<file path="config.mk">
export PLATFORM = sky130hd
export DESIGN_NAME = thumb_hw_aligner_flat
export DESIGN_NICKNAME = d
export VERILOG_FILES = /design/src/rtl/thumb_hw_aligner_if.sv /design/src/rtl/thumb_hw_aligner.sv /design/src/flat_wrapper.sv
export SDC_FILE = /design/constraint.sdc
export NUM_CORES = 1
export LEC_CHECK = 0
export ABC_AREA = 1
export ABC_CLOCK_PERIOD_IN_PS = 8600
export CORE_AREA = 2 2 110 112
export CTS_BUF_LIST = sky130_fd_sc_hd__clkbuf_4
export CTS_CLUSTER_SIZE = 12
export DETAILED_ROUTE_END_ITERATION = 8
export DIE_AREA = 0 0 112 114
export PLACE_DENSITY_LB_ADDON = 0.12
export SYNTH_ARGS = -nofsm -noshare
export SYNTH_HDL_FRONTEND = slang
export SYNTH_SLANG_ARGS = --single-unit
</file>
<file path="constraint.sdc">
create_clock -name clk -period 8.6 [get_ports clk]
set_input_delay 1.29 -clock clk [delete_from_list [all_inputs] [get_ports clk]]
set_output_delay 1.29 -clock clk [all_outputs]
set_load 0.01 [all_outputs]
</file>
<file path="src/rtl/thumb_hw_aligner_if.sv">
// Halfword fetch / aligned-instruction bus between instruction memory, the aligner and IF.
// The aligner sits on the slave side; the fetch environment drives the master side.
interface thumb_hw_aligner_if #(
    parameter int unsigned PC_W = 32
);
    logic [15:0]     hw_in;
    logic            hw_valid;
    logic            hw_ready;
    logic [31:0]     inst_out;
    logic            inst_is32;
    logic [PC_W-1:0] inst_pc;
    logic            inst_valid;
    logic            inst_ready;
    logic            flush;
    logic [PC_W-1:0] flush_pc;

    modport master (
        output hw_in, hw_valid, inst_ready, flush, flush_pc,
        input  hw_ready, inst_out, inst_is32, inst_pc, inst_valid
    );

    modport slave (
        input  hw_in, hw_valid, inst_ready, flush, flush_pc,
        output hw_ready, inst_out, inst_is32, inst_pc, inst_valid
    );
endinterface

</file>
<file path="src/rtl/thumb_hw_aligner.sv">
// Halfword prefetch FIFO that presents whole 16- or 32-bit Thumb-2 instructions to IF,
// tracking the byte PC of the head instruction and honouring flush/redirect.
module thumb_hw_aligner #(
    parameter int unsigned DEPTH = 4,
    parameter int unsigned PC_W  = 32
) (
    input logic            clk,
    input logic            rst_n,
    thumb_hw_aligner_if.slave bus
);
    localparam int unsigned PtrW = $clog2(DEPTH);
    localparam int unsigned CntW = PtrW + 1;

    typedef logic [PtrW-1:0] ptr_t;
    typedef logic [CntW-1:0] cnt_t;

    logic [15:0]     mem_q [DEPTH];
    ptr_t            rd_ptr_q, rd_ptr_d;
    ptr_t            wr_ptr_q, wr_ptr_d;
    cnt_t            count_q, count_d;
    logic [PC_W-1:0] pc_q, pc_d;

    logic [15:0] hw0, hw1;
    logic        head_is32;
    logic        valid;
    logic        push, pop;
    logic        unused_flush_pc_bit0;

    assign unused_flush_pc_bit0 = bus.flush_pc[0];

    // Pointers are exactly log2(DEPTH) wide, so +1 wraps mod DEPTH for free.
    assign hw0 = mem_q[rd_ptr_q];
    assign hw1 = mem_q[rd_ptr_q + ptr_t'(1)];

    // First halfword of a 32-bit encoding: hw0[15:11] in {11101, 11110, 11111}.
    assign head_is32 = (hw0[15:13] == 3'b111) && (hw0[12:11] != 2'b00);

    assign valid = head_is32 ? (count_q >= cnt_t'(2)) : (count_q != '0);

    assign bus.hw_ready   = (count_q < cnt_t'(DEPTH));
    assign bus.inst_valid = valid;
    assign bus.inst_is32  = valid & head_is32;
    assign bus.inst_pc    = valid ? pc_q : '0;

    always_comb begin
        bus.inst_out = '0;
        if (valid) begin
            bus.inst_out = head_is32 ? {hw0, hw1} : {hw0, 16'h0000};
        end
    end

    assign push = bus.hw_valid & bus.hw_ready;
    assign pop  = valid & bus.inst_ready;

    always_comb begin
        rd_ptr_d = rd_ptr_q;
        wr_ptr_d = wr_ptr_q;
        count_d  = count_q;
        pc_d     = pc_q;
        if (bus.flush) begin
            // Redirect wins over any handshake in the same cycle.
            rd_ptr_d = '0;
            wr_ptr_d = '0;
            count_d  = '0;
            pc_d     = {bus.flush_pc[PC_W-1:1], 1'b0};
        end else begin
            if (push) begin
                wr_ptr_d = wr_ptr_q + ptr_t'(1);
            end
            if (pop) begin
                rd_ptr_d = rd_ptr_q + (head_is32 ? ptr_t'(2) : ptr_t'(1));
                pc_d     = pc_q + (head_is32 ? PC_W'(4) : PC_W'(2));
            end
            count_d = count_q + cnt_t'(push)
                    - (pop ? (head_is32 ? cnt_t'(2) : cnt_t'(1)) : cnt_t'(0));
        end
    end

    always_ff @(posedge clk or negedge rst_n) begin
        if (!rst_n) begin
            rd_ptr_q <= '0;
            wr_ptr_q <= '0;
            count_q  <= '0;
            pc_q     <= '0;
        end else begin
            rd_ptr_q <= rd_ptr_d;
            wr_ptr_q <= wr_ptr_d;
            count_q  <= count_d;
            pc_q     <= pc_d;
        end
    end

    always_ff @(posedge clk or negedge rst_n) begin
        if (!rst_n) begin
            for (int i = 0; i < int'(DEPTH); i++) begin
                mem_q[i] <= '0;
            end
        end else if (push && !bus.flush) begin
            mem_q[wr_ptr_q] <= bus.hw_in;
        end
    end
endmodule

</file>
<file path="src/flat_wrapper.sv">
// flat-port wrapper written by rule: the top's interface ports become plain ports
module thumb_hw_aligner_flat 
#(
    parameter int unsigned DEPTH = 4,
    parameter int unsigned PC_W  = 32
)
  (clk, rst_n, bus_hw_in, bus_hw_valid, bus_inst_ready, bus_flush, bus_flush_pc, bus_hw_ready, bus_inst_out, bus_inst_is32, bus_inst_pc, bus_inst_valid);
  thumb_hw_aligner_if #(.PC_W(PC_W)) bus_i ();
  input logic clk;
  input logic rst_n;
  input wire logic [$bits(bus_i.hw_in)-1:0] bus_hw_in;
  input wire logic [$bits(bus_i.hw_valid)-1:0] bus_hw_valid;
  input wire logic [$bits(bus_i.inst_ready)-1:0] bus_inst_ready;
  input wire logic [$bits(bus_i.flush)-1:0] bus_flush;
  input wire logic [$bits(bus_i.flush_pc)-1:0] bus_flush_pc;
  output wire logic [$bits(bus_i.hw_ready)-1:0] bus_hw_ready;
  output wire logic [$bits(bus_i.inst_out)-1:0] bus_inst_out;
  output wire logic [$bits(bus_i.inst_is32)-1:0] bus_inst_is32;
  output wire logic [$bits(bus_i.inst_pc)-1:0] bus_inst_pc;
  output wire logic [$bits(bus_i.inst_valid)-1:0] bus_inst_valid;
  assign bus_i.hw_in = bus_hw_in;
  assign bus_i.hw_valid = bus_hw_valid;
  assign bus_i.inst_ready = bus_inst_ready;
  assign bus_i.flush = bus_flush;
  assign bus_i.flush_pc = bus_flush_pc;
  assign bus_hw_ready = bus_i.hw_ready;
  assign bus_inst_out = bus_i.inst_out;
  assign bus_inst_is32 = bus_i.inst_is32;
  assign bus_inst_pc = bus_i.inst_pc;
  assign bus_inst_valid = bus_i.inst_valid;
  thumb_hw_aligner #(.DEPTH(DEPTH), .PC_W(PC_W)) u_core (.clk(clk), .rst_n(rst_n), .bus(bus_i));
endmodule
</file>
==> results of run 1 <==
-- worst reg2reg max path: cells and delay by family, from the launching register on --
family	cells	cell delay, ns
flip-flops	1	0.39
AND/OR/NAND/NOR	15	1.98
adder cells (fa/ha/maj)	2	0.60
buffers and inverters	4	1.23
-- metrics by stage --
stage,cell area (um^2),setup WS (ns)
2_1_floorplan,6700,5.60
6_report,7970,2.98
3_3_place_gp,7800,3.61
5_1_grt,7970,2.58
3_5_place_dp,7800,3.55
4_1_cts,7970,2.98
-- final cells by class --
| type | count | area share |
|---|---|---|
| clock inverters | 7 | 0.0133 |
| well taps | 147 | 0.0231 |
| repair buffers | 122 | 0.151 |
| flip-flops and latches | 102 | 0.320 |
| inverters | 89 | 0.0419 |
| clock buffers | 9 | 0.00847 |
| multi-input cells | 757 | 0.442 |
-- registers in the layout, indices dropped and copies added, names as in the netlist --
register,cells
u_core.rd_ptr_q,2
u_core.count_q,3
u_core.wr_ptr_q,2
u_core.pc_q,31
u_core.mem_q,64
-- cells by family (layout without fill, tap and decap cells) --
| family | Yosys count | count (layout) | synth area share |
|---|---|---|---|
| flops | 102 | 102 | 0.381 |
| compound gates | 162 | 162 | 0.134 |
| simple gates | 571 | 571 | 0.352 |
| xor+xnor | 11 | 11 | 0.0144 |
| buf+inv | 145 | 227 | 0.0934 |
| fa+ha+maj | 12 | 12 | 0.0246 |
| other cells | 1 | 1 | 0.000560 |
-- routing by layer --
metal / up-vias / track usage / wire [um]
li1: 3348 / - / -
met3: 14 / 0.0579 / 1400
met4: 0 / 0.0512 / 161
met2: 248 / 0.426 / 7920
met5: - / 0 / 0
met1: 3119 / 0.425 / 8270
-- power breakdown --
part           leakage [nW]  internal, W  switching [W]
Clock                0.0926     0.000123       0.000179
Combinational          2.24     0.000528       0.000775
Sequential             1.31     0.000662       0.000169
-- cells in the final DEF (no fill, tap or decap), types with 7 or more instances in the layout --
| cell type | synthesis | routed |
|---|---|---|
| nand4_1 | 7 | 7 |
| inv_1 | 84 | 84 |
| ha_1 | 10 | 10 |
| o21ai_0 | 108 | 108 |
| a21oi_1 | 25 | 25 |
| clkbuf_4 | 0 | 9 |
| a31oi_2 | 7 | 7 |
| dfrtp_1 | 102 | 102 |
| nand3_1 | 92 | 92 |
| xor2_1 | 9 | 9 |
| a31oi_1 | 13 | 13 |
| clkdlybuf4s50_1 | 0 | 116 |
| nand2_1 | 344 | 344 |
| nor2_1 | 107 | 107 |
| nor2_2 | 11 | 11 |
-- worst max-delay path by stage --
stage / from / to / slack (ns)
3_3_place_gp: u_core.rd_ptr_q[0] / bus_inst_out[16] / 3.61
6_report: u_core.rd_ptr_q[0] / bus_inst_out[16] / 2.98
4_1_cts: u_core.rd_ptr_q[0] / bus_inst_out[16] / 2.98
3_5_place_dp: u_core.rd_ptr_q[0] / bus_inst_out[16] / 3.55
5_1_grt: u_core.rd_ptr_q[0] / bus_inst_pc[3] / 2.58
2_1_floorplan: u_core.rd_ptr_q[0] / bus_inst_out[7] / 5.60
==> metrics.csv, run 1 <==
metric,value,unit
result_of_the_run,"finished, final reports clean",
grt_max_degree,80,
grt_remaining_overflow,0,
worst_slew_margin_rel,0.293,
rows,40,
synth_seq_cells,102,
slowest_delay,0.82,ns
r2r.worst_path.cells,21,
post_synth_top_cells,"nand2_1 (344), o21ai_0 (108), nor2_1 (107)",
starting_density,0.572,
dp.final_hpwl,11400,um
hold_path_depth,2,
layout_min_cycle_time,5.62,ns
vdd.ir_drop.worst,300,uV
critical_path_required,7.31,ns
cpMaxStageDelayCell,inv_2,
grt_use_total,0.281,
post-layout-total-power,0.00244,W
ys_async_sr_fraction,1.00,
multi_input_area,3520,um^2
crit_path_cells,"buf_4, inv_2, nand2_1, nand3_1, nand2_1, nor2_4, nand3_4, nand2_1, nand2_2, inv_2, a21oi_1, clkdlybuf4s50_1",
clkLatencyLatePin,0.48,ns
critical_path_class,reg2out,
grt_setup_unrepaired,false,
drt-total-wl,17700,um
p_leak,3.64,nW
dieHeight,114,um
cp_common_cell,nand2_1,
num_vias,6729,
root_buffer,clkbuf_4,
cts_htree_levels,3,
synthesis.nets,1069,
post-synth-top-count-cell,nand2_1,
pin_count,120,
period_utilization_post_route,0.654,
post-route-util,0.681,
post_cts_buffers,0,
regToRegEndpoint,u_core.pc_q[25],
setup.reg_to_reg.worst_slack,4.31,ns
dr.pass1.iters,6,
tritoncts_clock_tree,built,
numPortBuffers,117,
fraction_of_post_synthesis_cell_area_in_the_top_cell_type_by_area,0.381,
clock.fmax,178,MHz
fp.dieW,112,um
timing.final.setup_violations,0,
worstPathBufferInverterCount,4,
final_net_count,1146,
timing.critical_path.fanout_max,72,
cap_viol_max_count,0,
grt_pass1_vias,5848,
drt_iter0_drc,693,
critical_path_source_type,flip-flop,
antenna_cells,0,
post_synthesis_to_final_layout_area_growth,19.0,%
post_cts.resized_instances,0,
min_delay_worst_endpoint,u_core.mem_q[21],
fillerInstances,1067,
slew_viol_final,0,
yosysSeqAreaShare,0.381,
clock_path_buffers,2,
cp-end-kind,output pin,
syn-mean-instance-area,6.67,um^2
synth_top_area_cell,dfrtp_1,
ys_top_cells_by_area,"dfrtp_1 (38%), nand2_1 (19%), o21ai_0 (8.1%), nand3_1 (6.9%), nor2_1 (6.0%)",
layout_cell_share_with_drive_strength_beyond_1,0.0488,
numPlacedInstances,1217,
grt_pass1_wl,29100,um
critical_path_depth,12,
dieArea,12800,um^2
final-seq-area,2550,um^2
route.detailed.wl_per_inst,14.4,um
yosysUniqueCellTypes,33,
synth-edff-count,0,
timing.critical_path.max_delay_family,buffers and inverters,
r2r-start,u_core.rd_ptr_q[0],
clkSinkCount,102,
core,11700,um^2
start_point_of_the_worst_hold_path,u_core.mem_q[21],
synth_warnings,0,
cts.clk_slew.worst_paths,0.16,ns
drc_errors,0,
finalHoldWorstSlack,0.506,ns
layoutNonFillerInstCount,1233,
route.detailed.vias_per_inst,5.46,
numCtsBuffers,9,
grt_antenna_before_repair,0,
worst_pin_slew,1.06,ns
place_congestion,0.982,
synth_top_flop_cell,dfrtp_1,
syn-instance-count,1004,
finalHoldViolCount,0,
final_antenna_net_count,0,
worstHoldPathType,reg2reg,
worst_clock_skew,0.0102,ns
power-per-cell-area,305,nW/um^2
syn_area,6700,um^2
cts.hold.buffers_added,0,
timing.setup.tns,0,ns
worstPathArrival,4.33,ns
No activity file was read; power rests on OpenSTA's default activity.
==> run 2, diff against run 1 <==
--- a/config.mk
+++ b/config.mk
@@ -6,12 +6,12 @@
 export NUM_CORES = 1
 export LEC_CHECK = 0
 export ABC_AREA = 1
-export ABC_CLOCK_PERIOD_IN_PS = 8600
-export CORE_AREA = 2 2 110 112
+export ABC_CLOCK_PERIOD_IN_PS = 4500
+export CORE_AREA = 2 2 119 121
 export CTS_BUF_LIST = sky130_fd_sc_hd__clkbuf_4
 export CTS_CLUSTER_SIZE = 12
 export DETAILED_ROUTE_END_ITERATION = 8
-export DIE_AREA = 0 0 112 114
+export DIE_AREA = 0 0 121 123
 export PLACE_DENSITY_LB_ADDON = 0.12
 export SYNTH_ARGS = -nofsm -noshare
 export SYNTH_HDL_FRONTEND = slang
==> constraint.sdc (replaced) <==
create_clock -name clk -period 4.5 [get_ports clk]
set_input_delay 0.675 -clock clk [delete_from_list [all_inputs] [get_ports clk]]
set_output_delay 0.675 -clock clk [all_outputs]
set_load 0.01 [all_outputs]
==> metrics.csv, run 2 (synthesis gave the netlist of run 1 again) <==
metric,value,unit
result_of_the_run,"finished, final reports clean",
mostFrequentLayoutCell,nand2_1,
cap_viol_max_count,0,
post_synthesis_to_final_layout_area_growth,19.9,%
timing.critical_path.fanout_max,46,
cts_htree_levels,3,
clkSinkCount,102,
critical_path_source_type,flip-flop,
worst_pin_slew,1.06,ns
power_switching_share,0.467,
timing.setup.tns,0,ns
drc_errors,0,
final_antenna_net_count,0,
num_vias,6677,
drt-total-wl,18400,um
cts.hold.buffers_added,0,
route.detailed.vias_per_inst,5.25,
rows,43,
clock_path_buffers,2,
worstHoldPathType,in2async,
grt_remaining_overflow,0,
number_of_flip_flops_in_the_largest_register,64,
dieHeight,123,um
r2r-start,u_core.rd_ptr_q[0],
switching_power,0.00217,W
slew_viol_final,0,
place_congestion,0.922,
timing.critical_path.max_delay_family,buffers and inverters,
fp.dieW,121,um
registers.top_by_ff_count,u_core.mem_q,
power-per-cell-area,579,nW/um^2
power.internal,0.00248,W
layout_cell_share_with_drive_strength_beyond_1,0.0523,
clkLatencyLatePin,0.50,ns
period_utilization_post_route,0.939,
worst_slew_margin_rel,0.296,
dp.final_hpwl,12300,um
p_leak,3.65,nW
root_buffer,clkbuf_4,
worstPathBufferInverterCount,3,
grt_max_degree,81,
starting_density,0.492,
worst_clock_skew,0.0201,ns
final_net_count,1150,
numCtsBuffers,9,
post_cts.resized_instances,0,
clock.fmax,237,MHz
vdd.ir_drop.worst,362,uV
layout_common_cells,"nand2_1 (344), clkdlybuf4s50_1 (116), o21ai_0 (108)",
cp-end-kind,output pin,
grt_setup_unrepaired,false,
power.sequential.fraction,0.344,
timing.final.setup_violations,0,
cts.clk_slew.worst_paths,0.17,ns
crit_path_cells,"inv_2, buf_4, nand2_1, a211oi_1, clkdlybuf4s50_1",
critical_path_class,reg2out,
dr.pass1.iters,5,
cpMaxStageDelayCell,clkdlybuf4s50_1,
post_cts_buffers,0,
clkPwrFrac,0.116,
worstPathArrival,3.55,ns
pin_count,120,
core,13600,um^2
r2r.worst_path.cells,21,
regToRegEndpoint,u_core.pc_q[25],
grt_pass1_vias,5823,
critical_path_required,3.83,ns
post-layout-total-power,0.00465,W
dieArea,14900,um^2
numPortBuffers,117,
setup.reg_to_reg.worst_slack,0.69,ns
reg.largest.list,"u_core.mem_q: 64 flops, u_core.pc_q: 31 flops, u_core.count_q: 3 flops",
finalHoldViolCount,0,
post-route-util,0.590,
critical_path.startpoint,u_core.rd_ptr_q[0],
grt_antenna_before_repair,1,
grt_use_total,0.251,
layout_min_cycle_time,4.22,ns
combinational_cell_fraction_of_total_power,0.540,
slowest_delay,0.61,ns
grt_pass1_wl,29500,um
drt_iter0_drc,533,
tritoncts_clock_tree,built,
route.detailed.wl_per_inst,14.5,um
-- run 2: cell count changes in the layout (fill, tap and decap cells not counted) --
cell / delta
buf_4: +4
clkinv_4: -2
bufinv_16: -1
clkinv_8: +1
clkinvlp_4: +1
diode_2: +1
inv_6: +1
-- run 2: routing by layer --
metal,up-vias,global-route usage,part of all wire
met5,-,0,0
met2,222,0.396,0.46
li1,3370,-,-
met3,17,0.0461,0.060
met1,3068,0.365,0.47
met4,0,0.0443,0.0097
-- run 2: metrics by stage --
| step | hold slack [ns] | area (um^2) | setup WS, ns | std cells |
|---|---|---|---|---|
| floorplan | 0.379 | 6700 | 1.74 | 1004 |
| global placement | 0.467 | 7870 | 0.835 | 1254 |
| detailed placement | 0.476 | 7870 | 0.763 | 1254 |
| CTS | 0.355 | 8030 | 0.244 | 1270 |
| global route | 0.383 | 8030 | 0.0196 | 1271 |
| finish | 0.349 | 8030 | 0.276 | 1271 |
-- run 2: layout make-up --
type | instances | area, um^2
well taps | 180 | 225
inverters | 89 | 334
flip-flops and latches | 102 | 2550
repair buffers | 126 | 1240
multi-input cells | 757 | 3520
clock buffers | 9 | 67.6
clock inverters | 7 | 91.3
fillers | 1333 | 5580
diodes | 1 | 2.50
-- run 2: worst max path at each step --
stage,to,slack (ns),cells past startpoint
floorplan,u_core.pc_q[17],1.74,19
global placement,u_core.pc_q[25],0.83,20
detailed placement,u_core.pc_q[25],0.76,20
CTS,bus_inst_out[15],0.24,5
global route,bus_inst_out[15],0.02,5
finish,bus_inst_out[15],0.28,5
-- run 2: power by group through the flow --
stage          logic (W)  clock network (W)  registers (W)
2_1_floorplan    0.00171                  0        0.00152
3_3_place_gp     0.00247                  0        0.00160
3_5_place_dp     0.00252                  0        0.00161
4_1_cts          0.00253           0.000552        0.00159
5_1_grt          0.00283           0.000592        0.00165
6_report         0.00251           0.000537        0.00160
==> run 3, diff against run 2 <==
--- a/config.mk
+++ b/config.mk
@@ -6,12 +6,13 @@
 export NUM_CORES = 1
 export LEC_CHECK = 0
 export ABC_AREA = 1
-export ABC_CLOCK_PERIOD_IN_PS = 4500
+export ABC_CLOCK_PERIOD_IN_PS = 3700
 export CORE_AREA = 2 2 119 121
 export CTS_BUF_LIST = sky130_fd_sc_hd__clkbuf_4
 export CTS_CLUSTER_SIZE = 12
 export DETAILED_ROUTE_END_ITERATION = 8
 export DIE_AREA = 0 0 121 123
+export MAX_ROUTING_LAYER = met4
 export PLACE_DENSITY_LB_ADDON = 0.12
 export SYNTH_ARGS = -nofsm -noshare
 export SYNTH_HDL_FRONTEND = slang
==> constraint.sdc (replaced) <==
create_clock -name clk -period 3.7 [get_ports clk]
set_input_delay 0.555 -clock clk [delete_from_list [all_inputs] [get_ports clk]]
set_output_delay 0.555 -clock clk [all_outputs]
set_load 0.01 [all_outputs]
==> metrics.csv, run 3 (synthesis gave the netlist of run 1 again) <==
metric,value,unit
worstPathArrival,2.92,ns
finalHoldViolCount,0,
cts.hold.buffers_added,0,
pin_count,120,
core,13600,um^2
p_leak,3.77,nW
final_net_count,1162,
met2WireLength,8530,um
critical_path_required,3.14,ns
tritoncts_clock_tree,built,
grt_pass1_vias,5899,
layout_common_cells,"nand2_1 (344), clkdlybuf4s50_1 (113), o21ai_0 (108)",
setup.reg_to_reg.worst_slack,0.38,ns
period_utilization_post_route,0.940,
met3WireLength,1190,um
critical_path_class,reg2out,
dr.pass1.iters,5,
r2r.worst_path.cells,22,
clock.fmax,288,MHz
result_of_the_run,"finished, final reports clean",
finish.instance_area,8200,um^2
place_area,7920,um^2
final-seq-area,2550,um^2
clkPwrFrac,0.110,
critical_path_source_type,flip-flop,
dieHeight,123,um
cp-end-kind,output pin,
crit_end,bus_inst_out[2],
cts.clk_slew.worst_paths,0.17,ns
grt_max_degree,70,
reg.largest.list,"u_core.mem_q: 64 flops, u_core.pc_q: 31 flops, u_core.count_q: 3 flops",
cts_htree_levels,3,
dieArea,14900,um^2
number_of_flip_flops_in_the_largest_register,64,
combinational_cell_fraction_of_total_power,0.554,
worst_pin_slew,1.06,ns
final_antenna_net_count,0,
post-layout-total-power,0.00581,W
drt_iter0_drc,602,
power.internal,0.00311,W
worst_clock_skew,0.0129,ns
timing.setup.tns,0,ns
numPortBuffers,117,
worstHoldPathType,in2async,
fp.dieW,121,um
switching_power,0.00270,W
drt-total-wl,18500,um
route.detailed.wl_per_inst,14.4,um
dp.final_hpwl,12500,um
multi_input_area,3570,um^2
drt-met1-wl,8630,um
grt_remaining_overflow,0,
clkLatencyLatePin,0.48,ns
route.detailed.vias_per_inst,5.28,
clock_path_buffers,2,
timing.final.setup_violations,0,
clkSinkCount,102,
fillerInstances,1322,
power.sequential.fraction,0.337,
mostFrequentLayoutCell,nand2_1,
place_congestion,0.930,
num_vias,6770,
post-route-worst-setup-slack,0.222,ns
grt_antenna_before_repair,1,
post_synthesis_to_final_layout_area_growth,22.4,%
layout_cell_share_with_drive_strength_beyond_1,0.0699,
starting_density,0.492,
power_switching_share,0.465,
regToRegEndpoint,u_core.pc_q[25],
cap_viol_max_count,0,
drc_errors,0,
registers.top_by_ff_count,u_core.mem_q,
slew_viol_final,0,
highest_signal_layer,met4,
root_buffer,clkbuf_4,
vdd.ir_drop.worst,469,uV
critical_path.startpoint,u_core.rd_ptr_q[0],
grt_pass1_wl,29300,um
rows,43,
place_worst_setup_slack,0.104,ns
grt_use_total,0.256,
timing.critical_path.fanout_max,16,
numCtsBuffers,9,
layout_min_cycle_time,3.48,ns
worst_slew_margin_rel,0.289,
power-per-cell-area,708,nW/um^2
r2r-start,u_core.rd_ptr_q[0],
## run 3: changes by cell type in the layout (fill, tap and decap cells not counted), sizes merged
cell,previous run,this run
buf,10,21
clkdlybuf4s50,116,113
clkinv,2,3
dlymetal6s2s,0,3
## run 3: power by group through the flow
stage	clock, W	combinational, W	sequential (W)
2_1_floorplan	0	0.00208	0.00185
3_3_place_gp	0	0.00301	0.00196
3_5_place_dp	0	0.00308	0.00196
4_1_cts	0.000646	0.00310	0.00195
5_1_grt	0.000695	0.00359	0.00202
6_report	0.000637	0.00321	0.00195
## run 3: what timing repair did
action,4_1_cts,5_1_grt
setup endpoints to repair,62,64
setup buffers,0,4
pin swaps,0,0
gates cloned,0,1
resized for setup,6,16
## run 3: cell type report
type,instances,area share
repair buffers,137,0.163
clock inverters,7,0.00961
clock buffers,9,0.00824
flip-flops and latches,102,0.312
diodes,1,0.000305
inverters,89,0.0432
repair inverters,1,0.00137
well taps,180,0.0275
multi-input cells,757,0.435
## run 3: worst min-delay path by stage
stage	startpoint	cells after the start	endpoint
3_3_place_gp	u_core.mem_q[26]	2	u_core.mem_q[26]
6_report	rst_n	1	u_core.mem_q[20]
4_1_cts	rst_n	1	u_core.mem_q[20]
5_1_grt	rst_n	1	u_core.mem_q[23]
2_1_floorplan	rst_n	0	u_core.count_q[0]
3_5_place_dp	u_core.mem_q[62]	2	u_core.mem_q[62]
## run 3: worst max-delay path, stage by stage (launching register included)
cell and delay (ns):
dfrtp_2 0.44, buf_4 0.21, nand2_1 0.07, nand3_1 0.08
nand2_1 0.11, nor2_4 0.16, nand3_4 0.12, buf_4 0.19
nor2_4 0.14, inv_4 0.13, a31oi_2 0.21, clkdlybuf4s50_1 0.57
## run 3: per-stage QoR
| step | util | hold slack, ns | cells |
|---|---|---|---|
| 2_1_floorplan | - | 0.259 | 1004 |
| 6_report | 0.603 | 0.0596 | 1283 |
| 5_1_grt | 0.603 | 0.0697 | 1283 |
| 4_1_cts | 0.594 | 0.0544 | 1277 |
| 3_3_place_gp | 0.582 | 0.467 | 1261 |
| 3_5_place_dp | 0.582 | 0.473 | 1261 |
## run 3: layer usage
layer  vias up  global-route usage
li1       3400                   -
met1      3157               0.352
met2       205               0.400
met3         8              0.0484
met4         0              0.0509
met5         -                   -
